### src/rtl/btn_debounce_pkg.sv
// Shared state encoding for the push-button debouncer.
// The four codes fill the 2-bit space; WAIT states differ from stable states in exactly one bit.
package btn_debounce_pkg;

  localparam int STATE_W = 2;

  typedef enum logic [STATE_W-1:0] {
    S_LOW    = 2'b00,
    S_WAIT_H = 2'b01,
    S_HIGH   = 2'b11,
    S_WAIT_L = 2'b10
  } state_t;

  function automatic logic is_wait(input state_t s);
    return (s == S_WAIT_H) || (s == S_WAIT_L);
  endfunction

endpackage

### src/rtl/btn_debouncer_if.sv
// Button-side bundle: raw level in, debounced level, edge strobes and busy out.
// slave is the debouncer; master is whoever drives the button and consumes the result.
interface btn_debouncer_if;
  logic btn_raw;
  logic btn_db;
  logic btn_rise;
  logic btn_fall;
  logic busy;

  modport master (
    output btn_raw,
    input  btn_db,
    input  btn_rise,
    input  btn_fall,
    input  busy
  );

  modport slave (
    input  btn_raw,
    output btn_db,
    output btn_rise,
    output btn_fall,
    output busy
  );
endinterface

### src/rtl/btn_debouncer_sync_ff_chain.sv
// Metastability synchroniser: STAGES-deep flop chain, q lags d by STAGES clocks.
// Free-running, no flow control; reset clears every stage.
module sync_ff_chain #(
  parameter int WIDTH  = 1,
  parameter int STAGES = 2
) (
  input  logic             clk,
  input  logic             reset,
  input  logic [WIDTH-1:0] d,
  output logic [WIDTH-1:0] q
);

  logic [WIDTH-1:0] chain_q [STAGES];
  logic [WIDTH-1:0] chain_d [STAGES];

  always_comb begin
    chain_d[0] = d;
    for (int i = 1; i < STAGES; i++) begin
      chain_d[i] = chain_q[i-1];
    end
  end

  always_ff @(posedge clk or posedge reset) begin
    if (reset) begin
      chain_q <= '{default: '0};
    end else begin
      chain_q <= chain_d;
    end
  end

  assign q = chain_q[STAGES-1];

endmodule

### src/rtl/btn_debouncer.sv
// Debounces a raw button: synchroniser then counter-qualified 4-state FSM, all outputs registered.
// A new level is accepted SYNC_STAGES+STABLE_CYCLES clocks after it settles; no backpressure.
module btn_debouncer
  import btn_debounce_pkg::*;
#(
  parameter int SYNC_STAGES   = 2,
  parameter int STABLE_CYCLES = 1000
) (
  input  logic            clk,
  input  logic            reset,
  btn_debouncer_if.slave  db_if
);

  localparam int               CNT_W    = $clog2(STABLE_CYCLES + 1);
  localparam logic [CNT_W-1:0] CNT_LAST = CNT_W'(STABLE_CYCLES - 1);
  localparam logic [CNT_W-1:0] CNT_ONE  = CNT_W'(1);

  logic             sync_in;
  state_t           state_q, state_d;
  logic [CNT_W-1:0] cnt_q, cnt_d;
  logic             db_q, db_d;
  logic             rise_q, rise_d;
  logic             fall_q, fall_d;
  logic             busy_q, busy_d;

  sync_ff_chain #(
    .WIDTH  (1),
    .STAGES (SYNC_STAGES)
  ) u_sync (
    .clk   (clk),
    .reset (reset),
    .d     (db_if.btn_raw),
    .q     (sync_in)
  );

  always_comb begin
    state_d = state_q;
    cnt_d   = cnt_q;
    db_d    = db_q;
    rise_d  = 1'b0;
    fall_d  = 1'b0;
    case (state_q)
      S_LOW: begin
        if (sync_in) begin
          state_d = S_WAIT_H;
          cnt_d   = '0;
        end
      end
      // Any reversal while qualifying drops back with no credit kept.
      S_WAIT_H: begin
        if (!sync_in) begin
          state_d = S_LOW;
        end else if (cnt_q == CNT_LAST) begin
          state_d = S_HIGH;
          db_d    = 1'b1;
          rise_d  = 1'b1;
        end else begin
          cnt_d = cnt_q + CNT_ONE;
        end
      end
      S_HIGH: begin
        if (!sync_in) begin
          state_d = S_WAIT_L;
          cnt_d   = '0;
        end
      end
      S_WAIT_L: begin
        if (sync_in) begin
          state_d = S_HIGH;
        end else if (cnt_q == CNT_LAST) begin
          state_d = S_LOW;
          db_d    = 1'b0;
          fall_d  = 1'b1;
        end else begin
          cnt_d = cnt_q + CNT_ONE;
        end
      end
      default: begin
        state_d = S_LOW;
        cnt_d   = '0;
        db_d    = 1'b0;
      end
    endcase
    // busy is registered off the next state so it lines up with state_q.
    busy_d = is_wait(state_d);
  end

  always_ff @(posedge clk or posedge reset) begin
    if (reset) begin
      state_q <= S_LOW;
      cnt_q   <= '0;
      db_q    <= 1'b0;
      rise_q  <= 1'b0;
      fall_q  <= 1'b0;
      busy_q  <= 1'b0;
    end else begin
      state_q <= state_d;
      cnt_q   <= cnt_d;
      db_q    <= db_d;
      rise_q  <= rise_d;
      fall_q  <= fall_d;
      busy_q  <= busy_d;
    end
  end

  assign db_if.btn_db   = db_q;
  assign db_if.btn_rise = rise_q;
  assign db_if.btn_fall = fall_q;
  assign db_if.busy     = busy_q;

endmodule

### src/flat_wrapper.sv
// flat-port wrapper written by rule: the top's interface ports become plain ports
module btn_debouncer_flat import btn_debounce_pkg::*;
#(
  parameter int SYNC_STAGES   = 2,
  parameter int STABLE_CYCLES = 1000
)
  (clk, reset, db_if_btn_raw, db_if_btn_db, db_if_btn_rise, db_if_btn_fall, db_if_busy);
  btn_debouncer_if db_if_i ();
  input  logic clk;
  input  logic reset;
  input wire logic [$bits(db_if_i.btn_raw)-1:0] db_if_btn_raw;
  output wire logic [$bits(db_if_i.btn_db)-1:0] db_if_btn_db;
  output wire logic [$bits(db_if_i.btn_rise)-1:0] db_if_btn_rise;
  output wire logic [$bits(db_if_i.btn_fall)-1:0] db_if_btn_fall;
  output wire logic [$bits(db_if_i.busy)-1:0] db_if_busy;
  assign db_if_i.btn_raw = db_if_btn_raw;
  assign db_if_btn_db = db_if_i.btn_db;
  assign db_if_btn_rise = db_if_i.btn_rise;
  assign db_if_btn_fall = db_if_i.btn_fall;
  assign db_if_busy = db_if_i.busy;
  btn_debouncer #(.SYNC_STAGES(SYNC_STAGES), .STABLE_CYCLES(STABLE_CYCLES)) u_core (.clk(clk), .reset(reset), .db_if(db_if_i));
endmodule
### config.mk
export PLATFORM = sky130hd
export DESIGN_NAME = btn_debouncer_flat
export DESIGN_NICKNAME = d
export VERILOG_FILES = /design/src/rtl/btn_debounce_pkg.sv /design/src/rtl/btn_debouncer_if.sv /design/src/rtl/btn_debouncer_sync_ff_chain.sv /design/src/rtl/btn_debouncer.sv /design/src/flat_wrapper.sv
export SDC_FILE = /design/constraint.sdc
export NUM_CORES = 1
export LEC_CHECK = 0
export ABC_AREA = 1
export BUFFER_PORTS_ARGS = -buffer_cell sky130_fd_sc_hd__buf_2
export CAP_MARGIN = 5
export CORE_ASPECT_RATIO = 1.1
export CORE_UTILIZATION = 35
export CTS_CLUSTER_SIZE = 30
export DETAILED_ROUTE_END_ITERATION = 8
export GPL_ROUTABILITY_DRIVEN = 1
export PLACE_DENSITY = 0.57
export SYNTH_ARGS = -nofsm -noshare
export SYNTH_HDL_FRONTEND = slang
export SYNTH_SLANG_ARGS = --single-unit
### constraint.sdc
create_clock -name clk -period 1.85 [get_ports clk]
set_input_delay 0.37 -clock clk [delete_from_list [all_inputs] [get_ports clk]]
set_output_delay 0.37 -clock clk [all_outputs]
set_load 0.05 [all_outputs]
==> results.json <==
{
  "outcome": "finished clean",
  "powerDensity_nw_per_um2": 937.8,
  "p_leak_nw": 0.6358,
  "yosysTopAreaCellShare_pct": 38.34,
  "worstMarginPinSlew_ns": 0.6764,
  "wirelength_mm": 2.401,
  "drt-wirelength-per-cell_um": 12.25,
  "rows": 21,
  "antenna_found_initial": 0,
  "fin_crit_ns": 1.758,
  "cp_cell_sequence": "inv_1, ha_1, inv_1, nand2_1, a221oi_4, buf_4, nand2_2, nand2_1, o21ai_2",
  "worst_hold_slack_ns": 0.1558,
  "holdCritPathClass": "in2async",
  "slew_headroom_pct": 54.86,
  "hold_viol_final": 0,
  "nNetsFinal": 173,
  "dpl.cell_count": 186,
  "slowest_stage": "dfrtp_1",
  "initial_utilization_pct": 37.58,
  "diodes": 0,
  "endpoint_kind": "flip-flop",
  "grt_pass1_vias": 939,
  "synth_cell_types": 23,
  "ant_nets": 0,
  "port_buffers": 6,
  "clkSlewWorstSetupHoldPaths_ns": 0.11,
  "max_freq_mhz": 568.7,
  "synth_top_cell_by_area": "dfrtp_1",
  "finClkSkew_ns": 0.007239,
  "post-place-ws_ns": 0.09286,
  "via_count": 1010,
  "insertion_delay_ns": 0.29,
  "design.core.area_um2": 3127,
  "cts_sinks": 18,
  "gr-total-overflow": 0,
  "critical_path_class": "reg2reg",
  "dr.pass1.iters": 4,
  "r2r_slack_ns": 0.09,
  "drive_above_1_share_pct": 25.31,
  "setup_tns_ns": 0,
  "drc": 0,
  "syn_inst": 147,
  "clock_path_buffers": 2,
  "maxCapViolations": 0,
  "h-tree-depth": 1,
  "syn_to_final_growth_pct": 11.61,
  "synth_warnings": 0,
  "cp.required_ns": 2.05,
  "setup_viol": 0,
  "grt_max_degree": 19,
  "grt_pass1_wl_mm": 4.064,
  "slowest_delay_ns": 0.41,
  "cp-start-kind": "flip-flop",
  "die_h_um": 62.77,
  "viasPerCell": 5.153,
  "ir_drop_v": 0.0003280,
  "worstPathArrival_ns": 1.95,
  "dp_hpwl_mm": 1.681,
  "cts_buffers": 3,
  "drt_iter0_drc": 39,
  "io_pins": 7,
  "min_period_over_period_pct": 95.04,
  "utilization_pct": 41.94,
  "fillers": 316,
  "synth_seq_cells": 18,
  "gp_congestion": 0.9163,
  "yosysSeqAreaShare_pct": 38.34,
  "crit_path_max_fanout": 4,
  "groute.usage.overall_pct": 14.25,
  "final_cells": 196,
  "postSynthAreaPerCell_um2": 7.992,
  "cts_root_buffer": "clkbuf_4",
  "cts_tree": "built",
  "postCtsHoldBufs": 0,
  "die_area_um2": 3593,
  "synthTopCellsByArea": "dfrtp_1, nand2_1, ha_1, o21ai_2, nand3_1",
  "die_width_um": 57.24,
  "synthesis.nets": 156,
  "slew_viol_final": 0,
  "layout_setup_ws_ns": 0.09175,
  "synth_area_um2": 1175
}
## cells in the final DEF (no fill, tap or decap), drive strengths merged
master,count
ha,6
nand4,7
o21bai,2
nand3b,1
xor2,2
buf,13
dfrtp,18
clkbuf,3
nand3,13
or2,1
nor2,9
nor4,1
o21ai,13
a221oi,1
inv,20
nand2,49
nor3,3
## kinds of logic (layout without fill, tap and decap cells)
| logic type | after synthesis | after routing | synth area share [%] |
|---|---|---|---|
| xor+xnor | 2 | 2 | 1.491 |
| simple gates | 82 | 84 | 33.33 |
| flops | 18 | 18 | 38.34 |
| fa+ha+maj | 6 | 6 | 6.390 |
| buf+inv | 23 | 36 | 8.838 |
| compound gates | 16 | 16 | 11.61 |
## power breakdown
part / total, W / switching, W / internal, W
combinational: 0.000550 / 0.000359 / 0.000191
clock: 0.000196 / 0.000120 / 0.0000757
sequential: 0.000484 / 0.0000462 / 0.000438
total: 0.00123 / 0.000525 / 0.000705
## worst max-delay path: cells and delay by family (launching register included)
kind            cells  cell delay (ns)
compound gates      2             0.33
buf+inv             3             0.40
flops               1             0.41
fa+ha+maj           1             0.25
simple gates        3             0.28
## per-layer routing
layer  vias up  track usage (%)  wire [um]  part of all wire (%)
met5         -                0          0                     0
met4         0            1.220          0                     0
met3         0            3.934         84                   3.5
met2        19            23.82       1195                    50
met1       482            19.01       1121                    47
li1        509                -          -                     -
## through the flow
stage | cell area, um^2 | total power [W]
global placement | 1234 | 0.0009515
CTS | 1256 | 0.001167
detailed placement | 1234 | 0.0009651
finish | 1311 | 0.001230
global route | 1311 | 0.001329
floorplan | 1175 | 0.0008939
## path summary, 6_finish.rpt
path	startpoint	to	cells after the start
worst max-delay path	u_core.state_q[0]	u_core.cnt_q[8]	9
worst min register to register	u_core.u_sync.chain_d[0]	u_core.u_sync.q	0
worst min-delay path	reset	u_core.cnt_q[6]	2
worst max register to register	u_core.state_q[0]	u_core.cnt_q[8]	9
max in group asynchronous	reset	u_core.db_if.btn_db	2
min in group clk	db_if_btn_raw	u_core.u_sync.chain_d[0]	1
## what timing repair did
item                                    CTS  global route
endpoints found under the hold margin     0             0
setup buffers                             0             5
resized for setup                         0             2
endpoints found under the setup margin    0            11
## cell type report
cell class	instances	area [um^2]	share of cell area, %
Tap cell	34	42.54	3.244
Sequential cell	18	450.4	34.35
Multi-Input combinational cell	108	638.1	48.66
Clock buffer	3	22.52	1.718
Timing Repair Buffer	13	82.58	6.298
Inverter	20	75.07	5.725
## synthesized netlist by cell type
cell type,number
nand2_1,40
nand3b_1,1
or2_2,1
ha_1,6
buf_2,1
inv_1,16
nor2_1,9
nor4_4,1
xor2_1,2
o21ai_1,4
buf_12,1
nand4_1,7
nor3_1,3
a221oi_4,1
dfrtp_1,18
clkbuf_1,1
o21ai_2,8
nand3_1,13
inv_2,4
o21ai_0,1
nand2_2,6
nand2_4,1
o21bai_1,2
## state kept, by name (all words and copies together), names as in the netlist
name / count
u_core.db_if.busy: 1
u_core.state_q: 2
u_core.cnt_q: 10
u_core.u_sync.q: 1
u_core.u_sync.chain_d: 1
u_core.db_if.btn_fall: 1
u_core.db_if.btn_rise: 1
u_core.db_if.btn_db: 1
Note: power is estimated with default switching activity, not from simulation.
